### config.mk
export PLATFORM = sky130hd
export DESIGN_NAME = nonrestoring_divider
export DESIGN_NICKNAME = d
export VERILOG_FILES = /design/src/rtl/nonrestoring_divider.sv
export SDC_FILE = /design/constraint.sdc
export NUM_CORES = 1
export LEC_CHECK = 0
export ABC_CLOCK_PERIOD_IN_PS = 6280
export BUFFER_PORTS_ARGS = -buffer_cell sky130_fd_sc_hd__buf_2
export CORE_ASPECT_RATIO = 1.1
export CORE_MARGIN = 4
export CORE_UTILIZATION = 55
export DETAILED_ROUTE_END_ITERATION = 12
export PLACE_DENSITY_LB_ADDON = 0.05
export SLEW_MARGIN = 15
export SYNTH_ARGS = -nofsm -noshare
export SYNTH_HDL_FRONTEND = slang
export SYNTH_SLANG_ARGS = --single-unit
export TNS_END_PERCENT = 100
### constraint.sdc
create_clock -name clk -period 6.28 [get_ports clk]
set_input_delay 0.314 -clock clk [delete_from_list [all_inputs] [get_ports clk]]
set_output_delay 0.314 -clock clk [all_outputs]
set_load 0.01 [all_outputs]
### src/rtl/nonrestoring_divider.sv
// Iterative unsigned non-restoring divider: one add/subtract step per clock on a
// single BUS_WIDTH+1 bit adder, with a final remainder-correction step.
module nonrestoring_divider #(
  parameter int unsigned BUS_WIDTH = 32
) (
  input  logic                 clk,
  input  logic                 rst_n,
  input  logic                 start,
  input  logic [BUS_WIDTH-1:0] dividend,
  input  logic [BUS_WIDTH-1:0] divisor,
  output logic                 busy,
  output logic                 done,
  output logic [BUS_WIDTH-1:0] quotient,
  output logic [BUS_WIDTH-1:0] remainder,
  output logic                 div_by_zero
);

  localparam int unsigned CNT_W = $clog2(BUS_WIDTH);

  typedef enum logic [1:0] {IDLE, RUN, FIX, DONE} state_e;

  state_e               state_q, state_d;
  logic [CNT_W-1:0]     count_q, count_d;
  logic [BUS_WIDTH-1:0] d_q, d_d;
  logic [BUS_WIDTH-1:0] a_q, a_d;
  logic [BUS_WIDTH:0]   r_q, r_d;
  logic [BUS_WIDTH-1:0] q_q, q_d;
  logic [BUS_WIDTH-1:0] quotient_q, quotient_d;
  logic [BUS_WIDTH-1:0] remainder_q, remainder_d;
  logic                 dbz_q, dbz_d;

  // Shared adder: RUN feeds the shifted partial remainder, FIX feeds R itself.
  logic                 add_sub;
  logic [BUS_WIDTH:0]   adder_a, adder_b, carry_in, adder_sum;

  always_comb begin
    add_sub   = (state_q == FIX) ? 1'b0 : ~r_q[BUS_WIDTH];
    adder_a   = (state_q == FIX) ? r_q : {r_q[BUS_WIDTH-1:0], a_q[BUS_WIDTH-1]};
    adder_b   = {1'b0, d_q} ^ {(BUS_WIDTH+1){add_sub}};
    carry_in  = {{BUS_WIDTH{1'b0}}, add_sub};
    adder_sum = adder_a + adder_b + carry_in;
  end

  // NOTE: every signal assigned in always_comb gets a default first so no path
  // leaves it unassigned, which would otherwise infer a latch.
  always_comb begin
    state_d     = state_q;
    count_d     = count_q;
    d_d         = d_q;
    a_d         = a_q;
    r_d         = r_q;
    q_d         = q_q;
    quotient_d  = quotient_q;
    remainder_d = remainder_q;
    dbz_d       = dbz_q;

    case (state_q)
      IDLE, DONE: begin
        state_d = IDLE;
        if (start) begin
          if (divisor == '0) begin
            state_d     = DONE;
            quotient_d  = '1;
            remainder_d = dividend;
            dbz_d       = 1'b1;
          end else begin
            state_d = RUN;
            d_d     = divisor;
            a_d     = dividend;
            r_d     = '0;
            q_d     = '0;
            count_d = '0;
          end
        end
      end
      RUN: begin
        r_d     = adder_sum;
        q_d     = {q_q[BUS_WIDTH-2:0], ~adder_sum[BUS_WIDTH]};
        a_d     = {a_q[BUS_WIDTH-2:0], 1'b0};
        count_d = count_q + CNT_W'(1);
        if (count_q == CNT_W'(BUS_WIDTH - 1)) state_d = FIX;
      end
      FIX: begin
        // A negative partial remainder is pulled back into [0, D).
        r_d         = r_q[BUS_WIDTH] ? adder_sum : r_q;
        quotient_d  = q_q;
        remainder_d = r_d[BUS_WIDTH-1:0];
        dbz_d       = 1'b0;
        state_d     = DONE;
      end
      default: state_d = IDLE;
    endcase
  end

  // NOTE: sequential state uses non-blocking assignments so every flop samples
  // the pre-edge values regardless of statement order.
  always_ff @(posedge clk) begin
    if (!rst_n) begin
      state_q     <= IDLE;
      count_q     <= '0;
      d_q         <= '0;
      a_q         <= '0;
      r_q         <= '0;
      q_q         <= '0;
      quotient_q  <= '0;
      remainder_q <= '0;
      dbz_q       <= 1'b0;
    end else begin
      state_q     <= state_d;
      count_q     <= count_d;
      d_q         <= d_d;
      a_q         <= a_d;
      r_q         <= r_d;
      q_q         <= q_d;
      quotient_q  <= quotient_d;
      remainder_q <= remainder_d;
      dbz_q       <= dbz_d;
    end
  end

  assign busy        = (state_q == RUN) || (state_q == FIX);
  assign done        = (state_q == DONE);
  assign quotient    = quotient_q;
  assign remainder   = remainder_q;
  assign div_by_zero = dbz_q;

endmodule

# After elaboration in Yosys (flattened, before gate mapping)

Cells that the tools add are included.

Add/sub/neg operators: 3
$mul: 0
Divide/modulo/power cells: 0
Magnitude comparators: 0
Equal/unequal tests: 8
Shift operators: 0
Mux-type cells: 28
Bitwise logic cells: 4
Reductions and logical operators: 10

Operator list:

| kind                                                 | number |
|---|---|
| two-way mux 32 bit                                   | 8 |
| one-hot mux 32 bit (2 select lines)                  | 4 |
| two-way mux 33 bit                                   | 4 |
| one-hot mux 33 bit (3 select lines)                  | 1 |
| adder 33 x 1 -> 33 bit                               | 1 |
| adder 33 bit                                         | 1 |
| bitwise XOR 32 x 33 -> 33 bit                        | 1 |
| logical NOT 32 bit                                   | 1 |
| two-way mux 5 bit                                    | 2 |
| one-hot mux 5 bit (2 select lines)                   | 1 |
| AND reduction 3 bit                                  | 3 |
| != test 2 bit (second input constant)                | 4 |
| two-way mux 2 bit                                    | 3 |
| one-hot mux 2 bit (3 select lines)                   | 1 |
| adder 5 x 1 -> 5 bit (second input constant)         | 1 |
| equality test 5 bit (second input constant)          | 1 |
| equality test 2 bit (second input constant)          | 2 |
| nonzero test 2 bit                                   | 2 |
| two-way mux 1 bit                                    | 3 |
| inverter 1 bit                                       | 3 |
| equality test 2 x 1 -> 1 bit (second input constant) | 1 |
| logical NOT 2 bit                                    | 1 |
| one-hot mux 1 bit (2 select lines)                   | 1 |
| AND reduction 2 bit                                  | 1 |
| 2 further kinds                                      | 2 |

Register bits: 201
Latch bits: 0
RAM bits: 0
Bits in read-only memories: 0
Input port bits: 67
Output and inout bits: 67
Logic and storage cells: 62
Memories kept: 0

# Longest topological paths before layout

Gate-level depths: netlist (run 1).

Word-level depth: 7
Depth in mapped cells: 18
Depth with buffers taken out: 15

# Worst setup path after synthesis (run 1)

No wires, ideal clock.

Kind: register -> register
From: register state_q[0]
To: register r_q[28]
Arrival time: 4.167 ns
Slack: 1.992 ns
Stages on the path, launching flop included: 18
Path buffers: 3
Path through: dfxtp_1 > inv_1 > ha_1 > clkbuf_1 > or2_2 > clkbuf_1 > buf_1 > xnor2_1 > fa_1 > a21o_1 > a221oi_1 > nand4bb_1 > a211oi_1 > a311oi_1 > o21ai_1 > a221oi_2 > mux2i_1 > nand2_1

Longest elaborated chain between the ends: 7
Elaborated cells between the ends (all ways): 15
Classes of those cells: 2 x add/sub; 5 x eq/ne; 4 x mux; 1 x bitwise; 3 x reduce/logical

Ends and longest elaborated chain:

| what                                | RTL line   | RTL |
|---|---|---|
| from (decl)                         | 22         | `state_e state_q, state_d;` |
| from (signal assigned)              | 109        | `state_q <= state_d;` |
| equality test 2 bit                 | 37, 38, 57 |  |
| two-way mux 1 bit                   | 37         | `add_sub = (state_q == FIX) ? 1'b0 : ~r_q[BUS_WIDTH];` |
| bitwise XOR 32 x 33 -> 33 bit       | 39         | `adder_b = {1'b0, d_q} ^ {(BUS_WIDTH+1){add_sub}};` |
| adder 33 bit                        | 41         | `adder_sum = adder_a + adder_b + carry_in;` |
| adder 33 x 1 -> 33 bit              | 41         |  |
| two-way mux 33 bit                  | 85         | `r_d = r_q[BUS_WIDTH] ? adder_sum : r_q;` |
| one-hot mux 33 bit (3 select lines) | 57         | `case (state_q)` |
| to (signal assigned)                | 113        | `r_q <= r_d;` |
| to (decl)                           | 26         | `logic [BUS_WIDTH:0] r_q, r_d;` |

Several ways; a longest one is shown, not always the timed one.
A chain may end at the register's enable or synchronous reset.

# Worst setup path after layout (run 1)

From: register state_q[1]
To: register r_q[32]

Same word-level chain as after synthesis.

==> results of run 1 <==
sequential cells by signal, summed over array words and instances (netlist names):
signal,cells
a_q,32
count_q,5
d_q,32
div_by_zero,1
q_q,32
quotient,32
r_q,33
remainder,32
state_q,2
power breakdown:
part / leakage [nW] / internal [mW] / switching [mW]
registers: 1.63 / 1.53 / 0.174
logic: 2.73 / 1.31 / 2.16
clock network: 0.379 / 0.858 / 0.532
cells in the final DEF, fill, tap and decap left out, types with 4 or more instances in the layout:
| cell type | n |
|---|---|
| nor4_1 | 9 |
| mux2i_1 | 35 |
| mux2_2 | 41 |
| o21bai_1 | 5 |
| a211oi_1 | 37 |
| clkbuf_16 | 22 |
| o2bb2ai_1 | 7 |
| a22oi_1 | 51 |
| o211ai_1 | 5 |
| inv_1 | 13 |
| ha_1 | 34 |
| a221oi_1 | 11 |
| and3_1 | 5 |
| dfxtp_1 | 201 |
| nor3_1 | 6 |
| nor2b_1 | 5 |
| buf_4 | 16 |
| o21a_1 | 5 |
| a21oi_1 | 131 |
| nand2_1 | 155 |
| a32o_1 | 17 |
| buf_2 | 133 |
| a31oi_1 | 7 |
| nand4_1 | 7 |
| bufinv_16 | 4 |
| xor2_1 | 9 |
| clkbuf_8 | 4 |
| a2111oi_0 | 4 |
| a21o_1 | 15 |
| xnor2_1 | 53 |
| a222oi_1 | 8 |
| o21ai_0 | 63 |
| nand3_1 | 9 |
| nor2_2 | 4 |
| nor2_1 | 131 |
through the flow:
step	utilization (%)	power (mW)	hold WS [ns]	area, um2
global placement	60.49	5.111	0.4358	11180
CTS	64.75	6.539	0.02486	11960
detailed placement	60.49	5.132	0.4400	11180
global route	64.75	6.998	0.06390	11960
finish	64.75	6.559	0.05198	11960
floorplan	-	4.270	0.4362	10410
cells by family (layout without fill, tap and decap cells):
family	count (synthesis)	after routing	synth area share, %
AOI/OAI and AO/OA	397	397	25.16
and+or+nand+nor	355	355	14.48
DFF	201	201	38.65
buffers and inverters	111	204	4.027
muxes	77	77	7.945
xor gates and xnor gates	62	62	5.216
adders and majority gates	37	37	4.519
layer usage:
metal	GRT usage, %	up-vias	routed length [um]
li1	-	4655	-
met5	0	-	0
met4	4.101	0	326
met2	35.25	305	11360
met1	40.30	4327	14110
met3	3.170	25	2035
area by class of cell:
| cell class | count | area [um2] |
|---|---|---|
| Sequential cell | 201 | 4024 |
| Fill cell | 1665 | 6514 |
| Multi-Input combinational cell | 928 | 5998 |
| Clock inverter | 10 | 170.2 |
| Inverter | 16 | 65.06 |
| Timing Repair Buffer | 149 | 785.8 |
| Tap cell | 243 | 304.0 |
| Clock buffer | 29 | 616.8 |
path summary, 6_finish.rpt:
path | from | end | slack (ns) | cells after the start
setup / recovery | state_q[1] | r_q[32] | 1.94 | 14
hold / removal | divisor[10] | d_q[10] | 0.05 | 3
setup reg to reg | state_q[1] | r_q[32] | 1.94 | 14
hold reg to reg | quotient[8] | quotient[8] | 0.45 | 2
worst max-delay path, stage by stage (launching register included):
cell,delay (ns)
dfxtp_1,0.38
ha_2,0.52
or2_2,0.32
buf_4,0.41
xnor2_1,0.18
ha_1,0.32
a21o_1,0.21
a21o_1,0.20
a2111oi_0,0.38
and4b_1,0.25
a2111oi_0,0.24
o21ai_0,0.23
xnor2_1,0.19
a221oi_1,0.29
nor2_1,0.07
==> metrics.cfg, run 1 <==
[yosys]
synth-seq-cells = 201
ys_seq_area_share_pct = 38.65
synthFlopType = dfxtp_1
ys_warn_count = 0
synthTopCellsByArea = dfxtp_1, a21oi_1, nand2_1
synth_area_um2 = 10410
synth_top_area_cell = dfxtp_1
postSynth.asyncResetShare_pct = 0
synth_common_cells = dfxtp_1, nand2_1, nor2_1
synth_enable_flop_cells = 0
synthDistinctLibCells = 66
syn_inst = 1240
synth.avg_cell_area_um2 = 8.395
synth_most_common_cell = dfxtp_1
synthDominantCellAreaShare_pct = 38.65
syn-num-nets = 1344

[status]
status = finished, final reports clean

[route]
drt_iter0_markers = 773
drt-total-wl_mm = 27.83
ant_nets = 0
vias = 9312
firstDrtPassIters = 5
via_per_inst = 5.909
drc = 0
wl_per_cell_um = 17.66

[timing]
slew_viol_final = 0
max_freq_mhz = 230.2
setup_viol = 0
fin_setup_tns_ns = 0
finalCritPeriodShare_pct = 69.16
tightest_slew_ns = 1.092
rsz0062_at_grt = no
setup_ws_ns = 1.937
hold_viol_final = 0
finalClockSkew_ns = 0.01129
layout_min_cycle_time_ns = 4.343
relSlewSlack_pct = 26.50

[finish]
drive_gt1_share_pct = 18.38
final_nets = 1422
syn2layout_area_growth_pct = 14.93
instances_no_fill = 1576
antenna_cells = 0

[die]
initial_utilization_pct = 56.34
coreArea_um2 = 18480
die_height_um = 152.3
boundaryPins = 134
die_w_um = 139.2
die_area_um2 = 21200
num_rows = 52

[worst_hold_path]
holdCritPathClass = input pin to register

[clocking]
clock_latency_ns = 0.51
root_buffer = clkbuf_16
post_cts.repair.setup_buffers = 0
cts_tree = yes
postCtsHoldBufs = 0
cts_resized = 0
numCtsBuffers = 22
clockBufferDepth = 3
path_clk_slew_ns = 0.06
cts.sinks = 201
cts-htree-levels = 1

[placed_design]
pre_cts_slack_ns = 1.979
port_buffers = 133
place_congestion = 0.8777
dp_cells = 1537
hpwl_mm = 19.38

[global_route]
grt_pass1_vias = 8422
grt_start_max_net_pins = 134
grt-ovfl-total = 0
grt_pass1_wl_mm = 44.88
grt_antenna_before_repair = 0
grt.total_usage_pct = 24.79

[power_and_ir_drop]
p_per_area_nw_per_um2 = 548.2
leakage_nw = 4.747
ir_worst_vdd_mv = 0.3228

[run]
maxCapViolCount = 0

[setup_path]
arrival_ns = 4.71
worstSetupPathType = register to register
required_ns = 6.64
end_kind = register
critPathMaxFanout = 26
cp-start-kind = register

Power figures use the tool's default switching activity.
==> run 2, diff against run 1 <==
Settings changed: ABC_CLOCK_PERIOD_IN_PS 6280 to 3840, CORE_UTILIZATION 55 to 53.
Clock period 6.28 ns to 3.84 ns, I/O delays scaled along.
==> metrics.cfg, run 2 (synthesized netlist as in run 1, its figures left out) <==
[finish]
final_common_cell = dfxtp_1
antenna_cells = 0
nFillCells = 1624
design_area_um2 = 12890
final_cell_mix = dfxtp_1, nand2_1, buf_2
final_nets = 1502
drive_gt1_share_pct = 20.78
syn2layout_area_growth_pct = 23.80
largest_register = r_q
largest_reg_flops = 33

[die]
die_height_um = 155.0
coreArea_um2 = 19230
die_w_um = 141.6
initial_utilization_pct = 54.13
num_rows = 53
boundaryPins = 134
die_area_um2 = 21950

[clocking]
cts.sinks = 201
cts-htree-levels = 1
clockBufferDepth = 3
numCtsBuffers = 23
path_clk_slew_ns = 0.06
root_buffer = clkbuf_16
clock_latency_ns = 0.51
cts_tree = yes

[power_and_ir_drop]
p_per_area_nw_per_um2 = 889.9
sw_frac_of_total_pct = 43.04
leakage_nw = 5.156
clkPwrFrac_pct = 20.3
p_int_mw = 6.533
seqPwrFrac_pct = 24.3
comb_power_share_pct = 55.4
ir_worst_vdd_mv = 0.5047
p_sw_mw = 4.936

[route]
via_per_inst = 5.904
firstDrtPassIters = 6
vias = 9812
drt-total-wl_mm = 29.33
ant_nets = 0
wl_per_cell_um = 17.65
drc = 0
drt_iter0_markers = 902

[setup_path]
end_kind = register
critPathMaxFanout = 15
required_ns = 4.21
setup.worst_path.start = state_q[0]
cp-start-kind = register
arrival_ns = 4.08
timing.rr.start = state_q[0]
worstSetupPathType = register to register

[timing]
rsz0062_at_grt = yes
max_freq_mhz = 269.7
setup_viol = 0
relSlewSlack_pct = 41.25
layout_min_cycle_time_ns = 3.708
tightest_slew_ns = 0.8812
finalClockSkew_ns = 0.02055
slew_viol_final = 0
hold_viol_final = 0
fin_setup_tns_ns = 0
finalCritPeriodShare_pct = 96.57

[placed_design]
place_congestion = 0.9442
hpwl_mm = 20.17
port_buffers = 133
placed_area_um2 = 11450

[status]
status = finished, final reports clean

[global_route]
grt-ovfl-total = 0
grt_pass1_vias = 8901
grt_pass1_wl_mm = 46.66
grt.total_usage_pct = 25.40
grt_antenna_before_repair = 0
grt_start_max_net_pins = 119

[worst_hold_path]
worstHoldStart = dividend[5]
holdCritPathClass = input pin to register

[run]
maxCapViolCount = 0

[run 2: changes by cell type in the layout (fill, tap and decap cells not counted), sizes merged]
cell | before | now
dlygate4sd3 | 0 | 47
buf | 149 | 179
clkinv | 6 | 8
inv | 14 | 16
bufbuf | 0 | 1
[run 2: worst paths after layout]
check / slack [ns] / cells after the start / end
worst min register to register: 0.45 / 2 / quotient[29]
worst max register to register: 0.13 / 14 / remainder[29]
worst max-delay path: 0.13 / 14 / remainder[29]
worst min-delay path: 0.02 / 3 / remainder[5]
[run 2: power by group through the flow]
stage / logic [mW] / clock network (mW) / registers, mW
after floorplan: 4.28 / 0 / 2.78
after CTS: 6.10 / 2.36 / 2.78
final: 6.36 / 2.32 / 2.79
after detailed placement: 5.94 / 0 / 2.82
after global placement: 5.90 / 0 / 2.81
after global routing: 6.91 / 2.44 / 2.84
[run 2: cell type report]
type	count	area, um2	share of cell area, %
inverters	16	65.06	0.5049
multi-input cells	928	6115	47.45
repair buffers	228	1568	12.16
clock inverters	14	182.7	1.417
clock buffers	28	624.3	4.845
well taps	247	309.0	2.398
flip-flops and latches	201	4024	31.22
[run 2: critical path, cell delays in order, from the launching register on]
cell       delay [ns]
dfxtp_1          0.34
inv_1            0.08
ha_4             0.19
or2_4            0.28
buf_12           0.17
xnor2_2          0.14
ha_1             0.36
and3_1           0.22
a211o_1          0.38
a211oi_4         0.31
o31ai_4          0.13
or4b_1           0.52
a31oi_1          0.21
xnor2_1          0.09
o2bb2ai_1        0.12
[run 2: what timing repair did]
| item | in CTS | in global routing |
|---|---|---|
| pin swaps | 4 | 9 |
| setup endpoints to repair | 1 | 14 |
| hold endpoints to repair | 48 | 0 |
| resized for setup | 2 | 17 |
| cloned | 1 | 1 |
| hold buffers | 47 | 0 |
| buffers inserted | 0 | 1 |
[run 2: per-layer routing]
layer	up-vias	wire length [um]	track usage, %
met5	-	0	0
met4	0	426	5.804
met3	32	2220	3.043
met2	378	12410	37.73
met1	4584	14270	39.29
li1	4818	-	-
[run 2: per-stage QoR]
stage	std cells	setup slack [ns]	hold slack, ns	total power [mW]	util, %
2_1_floorplan	1240	0.03513	0.3280	7.054	-
3_3_place_gp	1570	0.05843	0.4363	8.707	59.53
3_5_place_dp	1570	0.008905	0.4397	8.760	59.53
4_1_cts	1660	0.03190	0.006315	11.24	66.44
5_1_grt	1662	-0.01551	0.01909	12.19	67.01
6_report	1662	0.1316	0.02268	11.47	67.01
